## src/rtl/hazard_controller_pkg.sv

```systemverilog
// Shared types and helpers for the pipeline hazard controller:
// sequencer states, forwarding-source encoding and the RAW match rule.
package hazard_controller_pkg;

    localparam int REG_ADDR_W = 5;

    typedef enum logic [1:0] {
        HZ_RUN     = 2'd0,
        HZ_BUBBLE  = 2'd1,
        HZ_MEMWAIT = 2'd2
    } HazardStateType;

    typedef enum logic [1:0] {
        FWD_RF  = 2'd0,
        FWD_EX  = 2'd1,
        FWD_MEM = 2'd2,
        FWD_WB  = 2'd3
    } ForwardSelType;

    // x0 is hardwired to zero, so a write to it never creates a dependency
    function automatic logic regMatch(
        input logic                  useRs,
        input logic [REG_ADDR_W-1:0] rsAddr,
        input logic                  writeEn,
        input logic [REG_ADDR_W-1:0] rdAddr
    );
        return useRs && writeEn && (rdAddr == rsAddr) && (rsAddr != '0);
    endfunction

endpackage

```

## src/rtl/hazard_controller_forward_select.sv

```systemverilog
// Per-operand forwarding source selection: youngest producer wins (EX > MEM > WB),
// except that a load sitting in EX has no result yet and cannot be forwarded.
module forward_select
    import hazard_controller_pkg::*;
(
    input  logic [REG_ADDR_W-1:0] i_rsAddr,
    input  logic                  i_useRs,
    input  logic [REG_ADDR_W-1:0] i_rdAddrEX,
    input  logic                  i_rdWriteEnEX,
    input  logic [REG_ADDR_W-1:0] i_rdAddrMEM,
    input  logic                  i_rdWriteEnMEM,
    input  logic [REG_ADDR_W-1:0] i_rdAddrWB,
    input  logic                  i_rdWriteEnWB,
    input  logic                  i_blockEX,
    output logic                  o_matchEX,
    output ForwardSelType         o_sel
);

    logic w_matchEX;
    logic w_matchMEM;
    logic w_matchWB;

    assign w_matchEX  = regMatch(i_useRs, i_rsAddr, i_rdWriteEnEX,  i_rdAddrEX);
    assign w_matchMEM = regMatch(i_useRs, i_rsAddr, i_rdWriteEnMEM, i_rdAddrMEM);
    assign w_matchWB  = regMatch(i_useRs, i_rsAddr, i_rdWriteEnWB,  i_rdAddrWB);
    assign o_matchEX  = w_matchEX;

    always_comb begin
        o_sel = FWD_RF;
        if (w_matchEX && !i_blockEX) begin
            o_sel = FWD_EX;
        end else if (w_matchMEM) begin
            o_sel = FWD_MEM;
        end else if (w_matchWB) begin
            o_sel = FWD_WB;
        end
    end

endmodule

```

## src/rtl/hazard_controller.sv

```systemverilog
// Pipeline sequencer: forwarding selects, load-use bubbles, data-memory freeze
// and branch flushes, plus saturating stall/redirect performance counters.
module hazard_controller
    import hazard_controller_pkg::*;
#(
    parameter int CNT_WIDTH = 16
) (
    input  logic                  i_clk,
    input  logic                  i_arstn,
    input  logic [REG_ADDR_W-1:0] i_rs1AddrDE,
    input  logic [REG_ADDR_W-1:0] i_rs2AddrDE,
    input  logic                  i_useRs1DE,
    input  logic                  i_useRs2DE,
    input  logic [REG_ADDR_W-1:0] i_rdAddrEX,
    input  logic                  i_rdWriteEnEX,
    input  logic                  i_loadSignalEX,
    input  logic [REG_ADDR_W-1:0] i_rdAddrMEM,
    input  logic                  i_rdWriteEnMEM,
    input  logic [REG_ADDR_W-1:0] i_rdAddrWB,
    input  logic                  i_rdWriteEnWB,
    input  logic                  i_branchTakenEX,
    input  logic                  i_memReqMEM,
    input  logic                  i_memReadyMEM,
    output logic                  o_stallFE,
    output logic                  o_stallDE,
    output logic                  o_stallEX,
    output logic                  o_stallMEM,
    output logic                  o_flushDE,
    output logic                  o_flushEX,
    output logic [1:0]            o_forwardRs1DE,
    output logic [1:0]            o_forwardRs2DE,
    output logic [CNT_WIDTH-1:0]  o_stallCount,
    output logic [CNT_WIDTH-1:0]  o_flushCount
);

    HazardStateType r_state;
    HazardStateType w_nextState;

    ForwardSelType  w_fwdSel1;
    ForwardSelType  w_fwdSel2;
    logic           w_matchEX1;
    logic           w_matchEX2;
    logic           w_memWait;
    logic           w_loadUse;
    logic           w_redirect;

    logic [CNT_WIDTH-1:0] r_stallCount;
    logic [CNT_WIDTH-1:0] r_flushCount;

    forward_select u_fwdRs1 (
        .i_rsAddr       (i_rs1AddrDE),
        .i_useRs        (i_useRs1DE),
        .i_rdAddrEX     (i_rdAddrEX),
        .i_rdWriteEnEX  (i_rdWriteEnEX),
        .i_rdAddrMEM    (i_rdAddrMEM),
        .i_rdWriteEnMEM (i_rdWriteEnMEM),
        .i_rdAddrWB     (i_rdAddrWB),
        .i_rdWriteEnWB  (i_rdWriteEnWB),
        .i_blockEX      (i_loadSignalEX),
        .o_matchEX      (w_matchEX1),
        .o_sel          (w_fwdSel1)
    );

    forward_select u_fwdRs2 (
        .i_rsAddr       (i_rs2AddrDE),
        .i_useRs        (i_useRs2DE),
        .i_rdAddrEX     (i_rdAddrEX),
        .i_rdWriteEnEX  (i_rdWriteEnEX),
        .i_rdAddrMEM    (i_rdAddrMEM),
        .i_rdWriteEnMEM (i_rdWriteEnMEM),
        .i_rdAddrWB     (i_rdAddrWB),
        .i_rdWriteEnWB  (i_rdWriteEnWB),
        .i_blockEX      (i_loadSignalEX),
        .o_matchEX      (w_matchEX2),
        .o_sel          (w_fwdSel2)
    );

    // In BUBBLE the load has moved to MEM, so the same dependency must not stall again
    assign w_memWait  = i_memReqMEM && !i_memReadyMEM;
    assign w_redirect = !w_memWait && i_branchTakenEX;
    assign w_loadUse  = !w_memWait && !i_branchTakenEX && (r_state != HZ_BUBBLE) &&
                        i_loadSignalEX && (w_matchEX1 || w_matchEX2);

    always_ff @(posedge i_clk or negedge i_arstn) begin
        if (!i_arstn) begin
            r_state <= HZ_RUN;
        end else begin
            r_state <= w_nextState;
        end
    end

    always_comb begin
        w_nextState = HZ_RUN;
        if (w_memWait) begin
            w_nextState = HZ_MEMWAIT;
        end else if (w_loadUse) begin
            w_nextState = HZ_BUBBLE;
        end
    end

    // Reset gates the combinational controls so the pipe is released even mid-freeze
    always_comb begin
        o_stallFE      = 1'b0;
        o_stallDE      = 1'b0;
        o_stallEX      = 1'b0;
        o_stallMEM     = 1'b0;
        o_flushDE      = 1'b0;
        o_flushEX      = 1'b0;
        o_forwardRs1DE = FWD_RF;
        o_forwardRs2DE = FWD_RF;
        if (i_arstn) begin
            o_forwardRs1DE = w_fwdSel1;
            o_forwardRs2DE = w_fwdSel2;
            if (w_memWait) begin
                o_stallFE  = 1'b1;
                o_stallDE  = 1'b1;
                o_stallEX  = 1'b1;
                o_stallMEM = 1'b1;
            end else if (w_redirect) begin
                o_flushDE  = 1'b1;
                o_flushEX  = 1'b1;
            end else if (w_loadUse) begin
                o_stallFE  = 1'b1;
                o_stallDE  = 1'b1;
                o_flushEX  = 1'b1;
            end
        end
    end

    always_ff @(posedge i_clk or negedge i_arstn) begin
        if (!i_arstn) begin
            r_stallCount <= '0;
            r_flushCount <= '0;
        end else begin
            if ((w_memWait || w_loadUse) && (r_stallCount != '1)) begin
                r_stallCount <= r_stallCount + CNT_WIDTH'(1);
            end
            if (w_redirect && (r_flushCount != '1)) begin
                r_flushCount <= r_flushCount + CNT_WIDTH'(1);
            end
        end
    end

    assign o_stallCount = r_stallCount;
    assign o_flushCount = r_flushCount;

endmodule
```

## config.mk

```make
export PLATFORM = sky130hd
export DESIGN_NAME = hazard_controller
export DESIGN_NICKNAME = d
export VERILOG_FILES = /design/src/rtl/hazard_controller_pkg.sv /design/src/rtl/hazard_controller_forward_select.sv /design/src/rtl/hazard_controller.sv
export SDC_FILE = /design/constraint.sdc
export NUM_CORES = 1
export LEC_CHECK = 0
export CORE_MARGIN = 2
export CORE_UTILIZATION = 35
export DETAILED_ROUTE_END_ITERATION = 10
export PLACE_DENSITY = 0.71
export SYNTH_ARGS = -nofsm -noshare
export SYNTH_HDL_FRONTEND = slang
export SYNTH_HIERARCHICAL = 1
export SYNTH_SLANG_ARGS = --single-unit
```

## constraint.sdc

```tcl
create_clock -name i_clk -period 2.4 [get_ports i_clk]
set_input_delay 0.48 -clock i_clk [delete_from_list [all_inputs] [get_ports i_clk]]
set_output_delay 0.48 -clock i_clk [all_outputs]
set_load 0.05 [all_outputs]
```

==> results.md <==
* Placement row count at 28
* CP Cell Sequence: buf_8 -> or4_4 -> o2111ai_4 -> nor3_2 -> or2_4 -> nand2_4 -> nor4b_4 -> o21a_2 -> buf_8
* F_max at 0.3789 GHz
* TritonRoute pass-1 iters at 4
* Syn avg cell area at ~10 um2
* Worst EP required at approximately 1.9 ns
* Failing checks: negative setup slack
* Initial antenna violation count at 0
* Cell area after layout at roughly 3600 um2
* Ys async rst share at 100.0%
* Final setup vio count at 7
* Post-DRT Antenna Nets at 0
* Clk_skew at between 0.007 and 0.008 ns
* Slowest Stage Delay on Critical Path at ~0.55 ns
* Post-Synthesis Cells at between 200 and 250
* Overall Global Routing Usage at between 10% and 20%
* Top Family by Delay on Critical Path: simple AND/OR/NAND/NOR gates
* WL final at between 5000 and 6000 um
* First-pass GRT wire length at slightly above 10000 um
* Post-DP HPWL at approximately 4600 um
* CP most frequent cell: buf_8
* Status: finished with violations
* CP Launch Point: i_rs1AddrDE[2]
* CTS tree: done
* Final #Nets at 365
* R2R Path End: o_flushCount[2]
* Worst EP arrival at between 2 and 2.5 ns
* Pwr Total at about 2.2 mW
* Relative slew slack at 65.86%
* Worst setup EP type: output pin
* Clock Pin Slew Worst Setup and Hold Paths at about 0.070 ns
* Worst IR Drop VDD at roughly 730 uV
* Worst Tran Pin Value at 0.5105 ns
* Max-cap violations at 0
* Placer congestion estimate at ~0.8
* Share of cells above drive strength 1 at ~30%
* Worst R2R Setup Slack at about 0.43 ns
* Total congestion overflow at 0
* Netlist Area Pre-Place at around 2200 um2
* Post-synth EDFFs at 0
* Initial Util at ~37%
* Clock Latency Late Sink at about 0.28 ns
* FF+latch count, synth at 34
* Final core occ at about three fifths
* Kind of critical path: in -> out
* Worst Reg-to-Reg Cells at 5
* RSZ-0062 raised after global routing: true
* Crit Path Max Fanout at 2
* Pwr dens at around 630 nW/um2
* CP endpoint: o_flushEX
* CP max stage cell: or4_4
* Ant. Diodes at 0
* DIE AREA at 6860 um2
* Tcrit/Tclk final at 110.0%
* CTS Sinks at 34
* Setup TNS at -1.294 ns
* Chip height at 82.83 um
* Worst Hold Class: in -> async
* CP bufs+invs at 2
* Port-buffer cells at a little under 80
* Post-synth top area cell: dfrtp_1
* Final Max Slew Viols at 0
* Root buf cell: clkbuf_8
* Vias at ~2000
* Main synth FF type: dfrtp_1
* First DRT Iteration DRCs at 57
* Vias/cell at slightly above 5
* Seq/Total Area, Yosys at 39.13%
* Die width at about 83 um
* CP Launch Type: input pin
* CP Depth at 9
* Post-Syn Nets at roughly 260
* Clk buf depth at 2
* CTS Buf Count at 5
* Final hold violation count at 0
* Routed WL per cell at approximately 15 um
* H-tree lvl count at 2
* Distinct cells, synth at 38
* Residual DRC at 0
* Vias in the first global route at 2130
* Core ar. at roughly 6000 um2
* Ports at 78
* Largest net degree at the start of global routing at 18
* Leak pwr at 1.514 nW
* Worst r2r src: o_flushCount[0]
* Dpl cell area at between 3000 and 4000 um2
* Yosys synthesis warning count at 6
* Tmin final at between 2 and 3 ns
* Layout area overhead at 63.75%
* Synth area leaders: dfrtp_1, xnor2_1, xor2_1
* Setup ws final at -0.2389 ns
* Synth top area share at approximately two fifths
## synth_stat cells (5+ instances only)
library cell and number:
nor2_1 7, nand4_1 9, nor3_1 5, xor2_1 24, nand3_1 16, xnor2_1 31, and2_1 7, and3_1 10
nor4_1 8, dfrtp_1 34, nand2_1 15
## layout by cell type, fill, tap and decap left out, drive strengths merged, types with 9 or more instances in the layout
cell type,count
dfrtp,34
clkdlybuf4s50,42
buf,51
nand3,17
and3,11
dlygate4sd2,11
nand4,9
xor2,24
xnor2,31
nand2,15
## cells by family after synthesis
group / after synthesis / synth area share (%)
AND/OR/NAND/NOR: 95 / 25.83
XOR/XNOR: 55 / 22.15
flip-flops: 34 / 39.13
AO/OA/AOI/OAI: 19 / 7.366
buffers and inverters: 8 / 1.783
multiplexers: 5 / 2.589
adder cells (fa/ha/maj): 2 / 1.151
## through the flow
stage	std cells	setup WS, ns	hold slack (ns)
2_1_floorplan	218	-0.1210	0.1844
3_3_place_gp	393	-0.6701	0.3839
3_5_place_dp	393	-0.6913	0.3878
4_1_cts	401	-0.2810	0.08255
5_1_grt	402	-0.2910	0.09025
6_report	402	-0.2389	0.08562
## state kept, by name, summed over array words and instances (netlist names)
signal / count
o_flushCount: 16
r_state: 2
o_stallCount: 16
## worst min-delay path by stage
stage	from	to	slack [ns]	depth (start not counted)
after floorplan	i_arstn	o_flushCount[0]	0.18	0
after global placement	i_arstn	o_flushCount[5]	0.38	1
after detailed placement	i_arstn	o_flushCount[5]	0.39	1
after CTS	i_arstn	o_flushCount[5]	0.08	1
after global routing	i_arstn	o_flushCount[11]	0.09	1
final	i_arstn	o_flushCount[5]	0.09	1
## metal layers
metal | vias to the layer above | share of wire (%) | global-route usage (%) | wire length [um]
li1 | 998 | - | - | -
met1 | 970 | 44 | 23.45 | 2625
met2 | 62 | 50 | 30.28 | 2976
met3 | 10 | 4.9 | 3.877 | 293
met4 | 0 | 1.4 | 6.557 | 81
met5 | - | 0 | 0 | 0
## area by class of cell
cell class | count | area [um2]
tap | 75 | 93.84
fill | 532 | 2395
clock inverter | 1 | 7.507
clock buffer | 6 | 72.57
inverter | 1 | 3.754
timing repair buffer | 109 | 1052
multi-input combinational | 176 | 1480
sequential | 34 | 850.8
## timing repair
item / in CTS / in global routing
gates resized for setup: 78 / 17
endpoints found under the setup margin: 26 / 16
pin swaps: 17 / 12
cloned: 0 / 0
buffers inserted: 1 / 1
endpoints found under the hold margin: 0 / 0
hold buffers: 0 / 0
## report_power, final
group / leakage, nW / internal [mW] / switching (mW)
Sequential: 0.448 / 0.678 / 0.139
Clock: 0.0373 / 0.199 / 0.197
Combinational: 1.03 / 0.405 / 0.630
Note: power is estimated with default switching activity, not from simulation.
